==> src/rtl/mem_bus_arbiter.sv <==
// rtl/mem_bus_arbiter.sv - arbitrates IC refill and DM ports onto one req/ack memory bus
// Optional ARB_ROUND_ROBIN_EN: alternate grants on simultaneous requests instead of fixed DM_PRIORITY.
module mem_bus_arbiter #(
  parameter int DM_PRIORITY = 1,
  parameter int XLEN        = 32
) (
  input  logic            i_clk,
  input  logic            i_rst,
  input  logic            i_ic_req,
  input  logic [XLEN-1:0] i_ic_addr,
  output logic            o_ic_ready,
  output logic [XLEN-1:0] o_ic_data,
  input  logic            i_dm_rd,
  input  logic            i_dm_wen,
  input  logic [XLEN-1:0] i_dm_addr,
  input  logic [XLEN-1:0] i_dm_wd,
  input  logic [2:0]      i_dm_f3,
  output logic            o_dm_ready,
  output logic [XLEN-1:0] o_dm_rdata,
  output logic            o_mem_req,
  output logic            o_mem_we,
  output logic [XLEN-1:0] o_mem_addr,
  output logic [XLEN-1:0] o_mem_wdata,
  output logic [3:0]      o_mem_be,
  input  logic            i_mem_ack,
  input  logic [XLEN-1:0] i_mem_rdata
);

  typedef enum logic [1:0] {IDLE, BUS_IC, BUS_DM, RESP} state_t;

  state_t          state, state_n;
  logic            mem_req_n, mem_we_n, ic_ready_n, dm_ready_n;
  logic [XLEN-1:0] mem_addr_n, mem_wdata_n, ic_data_n, dm_rdata_n;
  logic [3:0]      mem_be_n;
  logic            dm_req, grant_dm;
  logic [3:0]      wr_be;
  logic [XLEN-1:0] wr_data;

  logic unused_ok;
  assign unused_ok = &{1'b0, i_dm_f3[2], i_ic_addr[1:0]};

  assign dm_req = i_dm_rd | i_dm_wen;

`ifdef ARB_ROUND_ROBIN_EN
  // last_grant: 0 = IC, 1 = DM; on a tie the other port wins
  logic last_grant, last_grant_n;
  logic unused_prio;
  assign unused_prio = (DM_PRIORITY != 0);
  assign grant_dm    = dm_req && (!i_ic_req || !last_grant);

  always_ff @(posedge i_clk) begin
    if (!i_rst) last_grant <= 1'b0;
    else        last_grant <= last_grant_n;
  end

  always_comb begin
    last_grant_n = last_grant;
    if (state == IDLE && (i_ic_req || dm_req)) last_grant_n = grant_dm;
  end
`else
  assign grant_dm = dm_req && (!i_ic_req || (DM_PRIORITY != 0));
`endif

  // Lane placement of write data; f3[2] (unsigned flag) is irrelevant for stores
  always_comb begin
    wr_be   = 4'b1111;
    wr_data = i_dm_wd;
    case (i_dm_f3[1:0])
      2'b00: begin
        wr_be   = 4'b0001 << i_dm_addr[1:0];
        wr_data = {4{i_dm_wd[7:0]}};
      end
      2'b01: begin
        wr_be   = i_dm_addr[1] ? 4'b1100 : 4'b0011;
        wr_data = {2{i_dm_wd[15:0]}};
      end
      default: ;
    endcase
  end

  always_ff @(posedge i_clk) begin
    if (!i_rst) begin
      state       <= IDLE;
      o_mem_req   <= 1'b0;
      o_mem_we    <= 1'b0;
      o_mem_addr  <= '0;
      o_mem_wdata <= '0;
      o_mem_be    <= 4'b0000;
      o_ic_ready  <= 1'b0;
      o_dm_ready  <= 1'b0;
      o_ic_data   <= '0;
      o_dm_rdata  <= '0;
    end else begin
      state       <= state_n;
      o_mem_req   <= mem_req_n;
      o_mem_we    <= mem_we_n;
      o_mem_addr  <= mem_addr_n;
      o_mem_wdata <= mem_wdata_n;
      o_mem_be    <= mem_be_n;
      o_ic_ready  <= ic_ready_n;
      o_dm_ready  <= dm_ready_n;
      o_ic_data   <= ic_data_n;
      o_dm_rdata  <= dm_rdata_n;
    end
  end

  always_comb begin
    state_n     = state;
    mem_req_n   = o_mem_req;
    mem_we_n    = o_mem_we;
    mem_addr_n  = o_mem_addr;
    mem_wdata_n = o_mem_wdata;
    mem_be_n    = o_mem_be;
    ic_ready_n  = 1'b0;
    dm_ready_n  = 1'b0;
    ic_data_n   = o_ic_data;
    dm_rdata_n  = o_dm_rdata;
    case (state)
      IDLE: begin
        if (grant_dm) begin
          state_n     = BUS_DM;
          mem_req_n   = 1'b1;
          mem_we_n    = i_dm_wen;
          mem_addr_n  = {i_dm_addr[XLEN-1:2], 2'b00};
          mem_be_n    = i_dm_wen ? wr_be : 4'b1111;
          mem_wdata_n = i_dm_wen ? wr_data : '0;
        end else if (i_ic_req) begin
          state_n     = BUS_IC;
          mem_req_n   = 1'b1;
          mem_we_n    = 1'b0;
          mem_addr_n  = {i_ic_addr[XLEN-1:2], 2'b00};
          mem_be_n    = 4'b1111;
          mem_wdata_n = '0;
        end
      end
      BUS_IC: begin
        if (i_mem_ack) begin
          state_n    = RESP;
          mem_req_n  = 1'b0;
          ic_data_n  = i_mem_rdata;
          ic_ready_n = 1'b1;
        end
      end
      BUS_DM: begin
        if (i_mem_ack) begin
          state_n    = RESP;
          mem_req_n  = 1'b0;
          dm_rdata_n = i_mem_rdata;
          dm_ready_n = 1'b1;
        end
      end
      RESP:    state_n = IDLE;
      default: state_n = IDLE;
    endcase
  end

endmodule

==> config.mk <==
export PLATFORM = sky130hd
export DESIGN_NAME = mem_bus_arbiter
export DESIGN_NICKNAME = d
export VERILOG_FILES = /design/src/rtl/mem_bus_arbiter.sv
export SDC_FILE = /design/constraint.sdc
export NUM_CORES = 1
export LEC_CHECK = 0
export BUFFER_PORTS_ARGS = -buffer_cell sky130_fd_sc_hd__buf_2
export CAP_MARGIN = 20
export CORE_ASPECT_RATIO = 0.75
export CORE_UTILIZATION = 40
export CTS_CLUSTER_DIAMETER = 80
export DETAILED_ROUTE_END_ITERATION = 10
export HOLD_SLACK_MARGIN = 0.02
export PLACE_DENSITY = 0.75
export SLEW_MARGIN = 20
export SYNTH_ARGS = -nofsm -noshare
export SYNTH_HDL_FRONTEND = slang
export SYNTH_SLANG_ARGS = --single-unit
==> constraint.sdc <==
create_clock -name i_clk -period 2 [get_ports i_clk]
set_input_delay 0.2 -clock i_clk [delete_from_list [all_inputs] [get_ports i_clk]]
set_output_delay 0.2 -clock i_clk [all_outputs]
set_load 0.005 [all_outputs]
-- Word level (Yosys, flattened, before mapping)
Index checks and enable logic that the tools add are counted.
- register bits: 138
- input bits: 137
- word-level logic and storage cells: 52
- equal/unequal tests: 6
- shifts and indexed selects: 1
- muxes and demuxes: 22
- bitwise gates (word level): 1
- reduce and logical (&&, ||, !) cells: 12
- operator list (operator ; count):
    $mux W32 ; 5
    $pmux W32 S2 ; 1
    $mux W4 ; 4
    $reduce_and A2 Y1 ; 6
    $pmux W4 S2 ; 1
    $mux W1 ; 6
    $mux W2 ; 3
    $pmux W2 S3 ; 1
    $eq A2 B1 Y1 const B ; 2
    $eq A2 B2 Y1 const B ; 2
    $logic_not A2 Y1 ; 2
    $reduce_bool A2 Y1 ; 2
    $shl A1 B2 Y4 const A ; 1
    $ne A3 B3 Y1 const B ; 1
    $reduce_and A3 Y1 ; 1
    $ne A2 B1 Y1 const B ; 1
    $pmux W1 S2 ; 1
    $reduce_or A2 Y1 ; 1
    $or A1 B1 Y1 ; 1

-- Logic depth before layout (Yosys ltp)
- word-level depth: 4
- mapped depth: 7
- depth with buffers taken out: 5

-- Least setup slack after synthesis
No wires, ideal clock.
- path kind: register to register
- start: register state[0]
- end: register o_mem_req
- setup time: 133 ps
- data arrival time: 1325 ps
- setup slack: 542 ps
- cell stages (with the launch flop): 6
- buffers on the path: 0
- clock period less this slack: 1458 ps
- path through: dfxtp_1 -> inv_1 -> ha_1 -> or4b_1 -> a31oi_1 -> a211oi_1
- word-level cells in the longest chain between the ends: 4
- elaborated cells on any way between the ends: 9
- those cells by class: eq/ne: 4; mux: 1; reduce/logical: 4
- ends and longest elaborated chain (element ; RTL line ; text):
    from (decl) ; 31 ; state_t state, state_n;
    from (signal assigned) ; 94 ; state <= state_n;
    $eq A2 B2 Y1 / $eq A2 B1 Y1 (equally long branches) ; 118 ; case (state)
    $reduce_or A2 Y1 (no line) ; - ;
    $ne A2 B1 Y1 (no line) / $reduce_bool A2 Y1 (equally long branches) ; - ;
    $reduce_and A3 Y1 (no line) ; - ;
    to (signal assigned) ; 95 ; o_mem_req <= mem_req_n;
    to (decl) ; 20 ; output logic o_mem_req,
Parallel ways exist; a longest one is shown, timed or not.
A chain may end at the register's enable or synchronous reset.

-- Final worst setup path
- start: register state[0]
- end: register o_mem_addr[18]
- word-level cells in the longest chain between the ends: 2
- ends and longest elaborated chain (element ; RTL line ; text):
    $logic_not A2 Y1 ; 118 ;
    $reduce_and A2 Y1 (no line) ; - ;
    to (signal assigned) ; 97 ; o_mem_addr <= mem_addr_n;
    to (decl) ; 22 ; output logic [XLEN-1:0] o_mem_addr,
No other way between the ends.

==> reports/metrics.csv <==
metric;value;unit
Sw Pwr;3.01;mW
CP max FO;50;
routed len/inst;14.1;um
Inserted Clock Buffers;17;
fmax;577;MHz
# port buffers;267;
total setup buffers inserted after CTS;0;
final worst setup slack;0.268;ns
gr usage total;0.207;
area of the multi-input gates;2420;um^2
worst endpoint required time;2.34;ns
DP Wirelength;10500;um
Tcrit/Tclk final;0.866;
Fin Hold WS;0.0361;ns
hold_buf cts;0;
Setup Viol. Count Final;0;
Seq pwr share;0.390;
FF+latch area;2720;um^2
fin nets;1006;
Routed met2 length;6810;um
I/O Pins;273;
GP Congestion;0.771;
Critical Path Start Type;flop;
# DRC;0;
Final ANT Viol Nets;0;
first-pass GRT wire length;22700;um
worst min path class;primary input to flop;
largest area contributor in the netlist;dfxtp_1;
clk slew on worst S/H paths;0.06;ns
Pins Over Slew Limit;0;
total grt overflow;0;
Layout fillers;1234;
chip width;136;um
Critical path origin;state[0];
largest net degree at the start of global routing;67;
final core utilization;0.567;
Post-Synthesis Cells;612;
Slew @ Worst Pin;0.689;ns
synthesized flop and latch total;136;
status;complete, no violations;
Avg Synthesized Cell Area;8.80;um^2
Synth Flop Type;dfxtp_1;
Yosys cell types;39;
Crit path arrival time;2.07;ns
Starting Density;0.412;
Area contributors post-synth;dfxtp_1, a21oi_1, nand2_1;
Die Footprint;13900;um^2
total of max-cap violations;0;
CTS tree;built;
relative slew slack;0.541;
leakage;3.43;nW
combinational power share;0.283;
Initial DRC Count;230;
drt total wl;14800;um
initial antenna violation count;0;
CP cell instances;inv_1 -> ha_1 -> o31a_2 -> buf_12 -> o21ai_0 -> a21oi_1;
met3 wire length;1110;um
clock latency at the later pin of the worst-skew pair;0.41;ns
slowest CP cell;o31a_2;
number of global-route vias before repair;4687;
top-area cell type share of the netlist area;0.506;
layout cells sized above 1;0.364;
Commonest cells post-synth;nand2_1, dfxtp_1, a21oi_1, mux2i_1, o21ai_0;
RSZ-0062 raised after global routing;no;
worst slack, placed;0.276;ns
drt pass-1 iters;4;
Pwr Total;9.16;mW
mapped cell area;5380;um^2
clock share of power;0.328;
Synth async-reset ratio;0;
setup skew after layout;0.00905;ns
sequential share of the synthesized area;0.506;
die height;102;um
Int Pwr;6.16;mW
CTS Root Cell;clkbuf_16;
min Tclk post-route;1.73;ns
Power per Cell Area;1240;nW/um^2
synth warn;0;
TritonCTS Sinks;136;
count leader, synth;nand2_1;
critical path type;flop to flop;
max incr delay on CP;0.41;ns
Syn-to-layout area delta;37.5;%
aggregate negative setup slack;0;ns
min-delay src;i_mem_rdata[16];
post_cts resized;0;
Avg Vias per Cell;4.92;
maximum vdd drop;0.000619;V
total core area;13100;um^2
Antenna diodes;0;
# rows;36;
Final Hold Fails;0;
Metal-1 WL;6670;um
number of flops mapped to enable cells by yosys;0;
Max Used Layer;met4;
launch point of the worst reg-to-reg path;state[0];
H-tree depth;4;
DR vias;5152;
clock buffer depth;2;
Sw Ratio;0.328;
Setup crit end kind;flop;
-- flip-flops by register name, summed over array words and instances (netlist names) --
name,cells
o_mem_wdata,32
o_ic_data,32
o_dm_rdata,32
o_mem_req,1
state,2
o_dm_ready,1
o_ic_ready,1
o_mem_be,4
o_mem_addr,30
o_mem_we,1
-- layer usage --
| layer | track usage | up-vias |
|---|---|---|
| met1 | 0.259 | 2334 |
| li1 | - | 2616 |
| met2 | 0.341 | 187 |
| met4 | 0.0692 | 0 |
| met5 | 0 | - |
| met3 | 0.0615 | 15 |
-- path summary, 6_finish.rpt --
kind	endpoint	slack [ns]	cells past startpoint
max	o_mem_addr[18]	0.27	6
min	o_ic_data[16]	0.04	3
max reg2reg	o_mem_addr[18]	0.27	6
min reg2reg	o_dm_rdata[4]	0.45	2
-- cells in the final DEF (no fill, tap or decap), types with 9 or more instances in the layout --
cell type,count
a21oi_1,106
a32o_1,16
buf_2,267
buf_4,9
clkbuf_16,17
dfxtp_1,136
mux2i_1,39
nand2_1,138
nand2b_1,18
nor2_1,16
nor2b_1,9
o21ai_0,23
-- area by class of cell --
type	count	area share
flip-flops and latches	136	0.368
clock buffers	18	0.0580
multi-input cells	425	0.327
clock inverters	14	0.0186
repair buffers	279	0.198
inverters	5	0.00254
well taps	171	0.0289
-- power groups by stage --
stage | logic (mW) | registers, mW | clock network, mW
3_3_place_gp | 2.57 | 3.61 | 0
6_report | 2.59 | 3.57 | 3.00
2_1_floorplan | 1.49 | 3.68 | 0
5_1_grt | 2.90 | 3.64 | 3.20
3_5_place_dp | 2.61 | 3.62 | 0
4_1_cts | 2.62 | 3.57 | 3.08
-- per-stage QoR --
step	instance area [um^2]	std cells
4_1_cts	7400	1048
6_report	7400	1048
3_3_place_gp	6840	1016
2_1_floorplan	5390	613
3_5_place_dp	6840	1016
5_1_grt	7400	1048
-- critical path, delay by kind of cell, from the launching register on --
kind                     cells  cell delay, ns
AO/OA/AOI/OAI                3            0.67
buffers and inverters        2            0.39
flip-flops                   1            0.34
adder cells (fa/ha/maj)      1            0.25
-- cell families after synthesis --
kind of cell / Yosys count / share of synthesized area
simple gates: 201 / 0.162
mux: 39 / 0.0725
flops: 136 / 0.506
compound gates: 178 / 0.201
buf+inv: 52 / 0.0467
other cells: 1 / 0.000697
fa+ha+maj: 5 / 0.0116
Power figures use the tool's default switching activity.
